<file path="src/rtl/hazard_scoreboard.sv">
// Tuse/Tnew hazard scoreboard: tracks producer dst/latency in E..last stage, drives the
// combinational D-stage stall and per-stage, per-operand bypass selects (zero latency).
module hazard_scoreboard #(
   parameter int NPIPE = 3,
   parameter int NSRC  = 2,
   parameter int TW    = 2,
   parameter int SELW  = 2
) (
   input  logic                       Clk,
   input  logic                       Reset,
   input  logic [NSRC*5-1:0]          d_src,
   input  logic [NSRC*TW-1:0]         d_tuse,
   input  logic [4:0]                 d_dst,
   input  logic [TW-1:0]              d_tnew,
   input  logic                       d_md_use,
   input  logic                       md_busy,
   input  logic                       md_start,
   input  logic                       freeze,
   input  logic                       kill_m,
   input  logic                       wb_ovr_vld,
   input  logic [4:0]                 wb_ovr_dst,
   output logic                       stall,
   output logic [NPIPE*NSRC*SELW-1:0] fwd_sel
);

   // Sources are only kept where a later stage can still consume them.
   logic [4:0]        r_dst  [1:NPIPE];
   logic [TW-1:0]     r_tnew [1:NPIPE];
   logic [NSRC*5-1:0] r_src  [1:NPIPE-1];

   logic [4:0]        w_edst [1:NPIPE];
   logic [TW-1:0]     w_tdec [1:NPIPE-1];
   logic [NSRC*5-1:0] w_csrc [0:NPIPE-1];
   logic              w_haz;

   always_comb begin
      for (int k = 1; k <= NPIPE; k++) begin
         w_edst[k] = r_dst[k];
      end
      if (wb_ovr_vld) begin
         w_edst[NPIPE] = wb_ovr_dst;
      end
      for (int k = 1; k < NPIPE; k++) begin
         w_tdec[k] = (r_tnew[k] == '0) ? '0 : r_tnew[k] - TW'(1);
      end
      w_csrc[0] = d_src;
      for (int s = 1; s < NPIPE; s++) begin
         w_csrc[s] = r_src[s];
      end
   end

   // Scanning oldest to youngest lets the nearest producer overwrite older matches.
   always_comb begin
      logic [4:0]      w_reg;
      logic            w_hit;
      logic [SELW-1:0] w_k;
      logic [TW-1:0]   w_t;
      w_haz   = 1'b0;
      fwd_sel = '0;
      w_reg   = '0;
      w_hit   = 1'b0;
      w_k     = '0;
      w_t     = '0;
      for (int s = 0; s < NPIPE; s++) begin
         for (int i = 0; i < NSRC; i++) begin
            w_reg = w_csrc[s][5*i +: 5];
            w_hit = 1'b0;
            w_k   = '0;
            w_t   = '0;
            for (int k = NPIPE; k > s; k--) begin
               if (w_reg != 5'd0 && w_edst[k] == w_reg) begin
                  w_hit = 1'b1;
                  w_k   = SELW'(k);
                  w_t   = r_tnew[k];
               end
            end
            if (w_hit && w_t == '0) begin
               fwd_sel[(s*NSRC+i)*SELW +: SELW] = w_k;
            end
            if (s == 0 && w_hit && w_t > d_tuse[TW*i +: TW]) begin
               w_haz = 1'b1;
            end
         end
      end
   end

   assign stall = w_haz | (d_md_use & (md_busy | md_start));

   always_ff @(posedge Clk) begin
      if (Reset) begin
         for (int k = 1; k <= NPIPE; k++) begin
            r_dst[k]  <= '0;
            r_tnew[k] <= '0;
         end
         for (int k = 1; k < NPIPE; k++) begin
            r_src[k] <= '0;
         end
      end else if (!freeze) begin
         r_dst[1]  <= stall ? 5'd0 : d_dst;
         r_tnew[1] <= stall ? '0 : d_tnew;
         r_src[1]  <= stall ? '0 : d_src;
         // Stage 2 is M: a kill turns the incoming entry into a bubble.
         for (int k = 2; k <= NPIPE; k++) begin
            r_dst[k]  <= (k == 2 && kill_m) ? 5'd0 : r_dst[k-1];
            r_tnew[k] <= (k == 2 && kill_m) ? '0 : w_tdec[k-1];
         end
         for (int k = 2; k < NPIPE; k++) begin
            r_src[k] <= (k == 2 && kill_m) ? '0 : r_src[k-1];
         end
      end
   end

endmodule

</file>
<file path="config.mk">
export PLATFORM = sky130hd
export DESIGN_NAME = hazard_scoreboard
export DESIGN_NICKNAME = d
export VERILOG_FILES = /design/src/rtl/hazard_scoreboard.sv
export SDC_FILE = /design/constraint.sdc
export NUM_CORES = 1
export LEC_CHECK = 0
export ABC_AREA = 1
export CAP_MARGIN = 20
export CORE_MARGIN = 5
export CORE_UTILIZATION = 30
export DETAILED_ROUTE_END_ITERATION = 16
export DONT_BUFFER_PORTS = 1
export GPL_ROUTABILITY_DRIVEN = 0
export PLACE_DENSITY = 0.44
export SLEW_MARGIN = 20
export SYNTH_ARGS = -nofsm -noshare
export SYNTH_HDL_FRONTEND = slang
export SYNTH_SLANG_ARGS = --single-unit
</file>
<file path="constraint.sdc">
create_clock -name Clk -period 5.25 [get_ports Clk]
set_input_delay 0.7875 -clock Clk [delete_from_list [all_inputs] [get_ports Clk]]
set_output_delay 0.7875 -clock Clk [all_outputs]
set_load 0.02 [all_outputs]
</file>
==> results.yml <==
run_status:
  status: "completed"
die:
  initial_utilization_pct: 30.8
  fp.dieH_um: 113
  die-area_um2: 12800
  coreArea_um2: 10300
  rows: 37
  io_pins: 47
  die_w_um: 113
logic_synthesis:
  yosys.area_share.xor_xnor_pct: 6.60
  synth_top_family_by_area: "simple AND/OR/NAND/NOR gates"
  yosysWarnings: 0
  synth-seq-area-share_pct: 38.7
  yosys_register_bits: 41
  synth_area_leaders: "edfxtp_1 (39%), nand2_1 (15%), inv_1 (8.6%)"
  syn_nets: 482
  syn_area_um2: 3180
  synth_compound_area_share_pct: 3.26
  syn_inst: 442
  ys_types: 30
  synth_area_leader_cell: "edfxtp_1"
  synth.mux.area_fraction_pct: 0.354
  synth.top_cell.area_share_pct: 38.7
  yosys.area_share.adder_pct: 2.36
  syn_area_per_cell_um2: 7.20
  synthSimpleGateAreaFrac_pct: 38.3
critical_path:
  worstPathArrival_ns: 2.72
  cp-start-kind: "primary input"
  slowest_stage: "nor2_1"
  cp_cell_sequence: "inv_2, nand2_1, nand2_4, nor2_1, nor2_1, and2_1, nand4_1, nand2_1, nand2_1, inv_1, ha_1, a21oi_1, a21oi_1, nand2_2, nand3_1"
  cp_max_fo: 12
  worstSetupPathType: "in -> out"
  cp.required_ns: 4.46
  path_common_cell: "nand2_1"
  reg2reg_slack_ns: 2.39
  critPathMaxStageDelay_ns: 0.23
  end_kind: "output port"
timing:
  finalSetupViolCount: 0
  fin_worst_skew_ns: 0.00764
  slew_violations: 0
  worstMarginPinSlew_ns: 1.04
  rsz0062_at_grt: "false"
  tns_ns: 0
  period_share_pct: 66.8
  layout_setup_ws_ns: 1.74
  relSlewSlack_pct: 30.6
  final_hold_viol_count: 0
  fmax_mhz: 285
  fin_crit_ns: 3.51
drt:
  drc_errors: 0
  drtIter0Drc: 111
  drtAntennaViolNets: 0
  vias_per_cell: 4.71
  dr.pass1.iters: 4
  wl_per_cell_um: 15.3
  vias: 2727
  wl_um: 8840
grt:
  antenna_found_initial: 0
  grt_overflow: 0
  grt_usage_pct: 14.3
  grt_pass1_vias: 2770
  grt_max_degree: 42
  grt_pass1_wl_um: 14400
clock_tree:
  ctsRootBufferMaster: "clkbuf_8"
  htree_levels: 2
  postCtsSetupBuffers: 0
  cts-resized-gates: 0
  cts_made_buffers: 5
  cts_tree: "yes"
  clk_transition_reported_paths_ns: 0.09
  clock-sinks: 41
  cts_max_path_buffers: 2
  clk_latency_ns: 0.30
  cts_hold_buf: 0
placement:
  io_buffers: 0
  dp.final_hpwl_um: 7080
  dpl_cell_area_um2: 3320
  post-place-ws_ns: 1.76
cells_and_area:
  postLayoutCoreUtil_pct: 33.1
  final_nets: 482
  drive_above_1_share_pct: 10.4
  n_antenna_cell: 0
  stdcell_area_um2: 3410
  final_cell_mix: "nand2_1 (123), inv_1 (73), nor2_1 (66)"
  final_common_cell: "nand2_1"
  syn2layout_area_growth_pct: 7.19
flow_run:
  drv_cap: 0
worst_hold_path:
  hold_class: "reg -> reg"
pwr:
  p_per_area_nw_per_um2: 238
  cellLeakagePower_nw: 1.63
  power_mw: 0.813
  peakVddDrop_uv: 118
## worst max-delay path, delay by kind of cell
kind	cells	cell delay, ns
simple gates	10	1.33
compound gates	2	0.20
fa+ha+maj	1	0.23
buf+inv	2	0.17
## power by group
part / switching [mW] / internal [mW] / total, mW
clock network: 0.130 / 0.0962 / 0.226
registers: 0.0185 / 0.382 / 0.401
logic: 0.126 / 0.0599 / 0.186
total: 0.275 / 0.538 / 0.813
## metal layers
layer  vias to the layer above  global-route usage [%]  wire [um]  share of wire (%)
li1                       1394                       -          -                  -
met1                      1253                    17.8       3870                 44
met2                        64                    25.1       4310                 49
met3                        16                    2.73        457                5.2
met4                         0                    4.33        206                2.3
met5                         -                       0          0                  0
## through the flow
stage	cells	hold WS [ns]
after floorplan	442	0.538
after global routing	579	0.575
after CTS	579	0.568
final	579	0.571
after global placement	571	0.556
after detailed placement	571	0.552
## final cells by class
class	instances	area (um^2)
inverter	75	282
clock buffer	5	68.8
fill	1110	6910
tap	136	170
multi-input combinational	319	1640
clock inverter	3	25.0
sequential	41	1230
## cells in the mapped netlist
cell	n
inv_2	2
o21ai_0	9
o2bb2ai_1	1
or2_2	2
inv_1	73
a31oi_1	2
clkbuf_1	2
nand2_2	10
nor3_1	6
nand2_1	124
buf_6	2
nand3_2	4
nor2_2	13
xnor2_1	10
mux2_2	1
a211oi_1	1
ha_1	6
a21oi_1	5
buf_4	2
nor2_1	66
nand3_1	16
nand2_4	2
nand4_1	19
xor2_1	14
o21ai_1	1
nor4_1	3
edfxtp_1	41
and2_1	3
clkbuf_2	1
nand4_4	1
## flip-flops by register name (all words and copies together), names as in the netlist
signal and count:
r_src 20, r_dst 15, r_tnew 6
## cell families (layout without fill, tap and decap cells)
family | after synthesis | count (layout)
simple gates | 269 | 269
xor+xnor | 24 | 24
flops | 41 | 41
buf+inv | 82 | 83
compound gates | 19 | 19
fa+ha+maj | 6 | 6
mux | 1 | 1
## final timing paths
check / end / start / depth (start not counted)
max: stall / wb_ovr_vld / 15
min: r_tnew[0][6] / r_tnew[0][4] / 1
max reg2reg: r_src[1][5] / r_dst[0][11] / 16
min reg2reg: r_tnew[0][6] / r_tnew[0][4] / 1
Note: power is estimated with default switching activity, not from simulation.
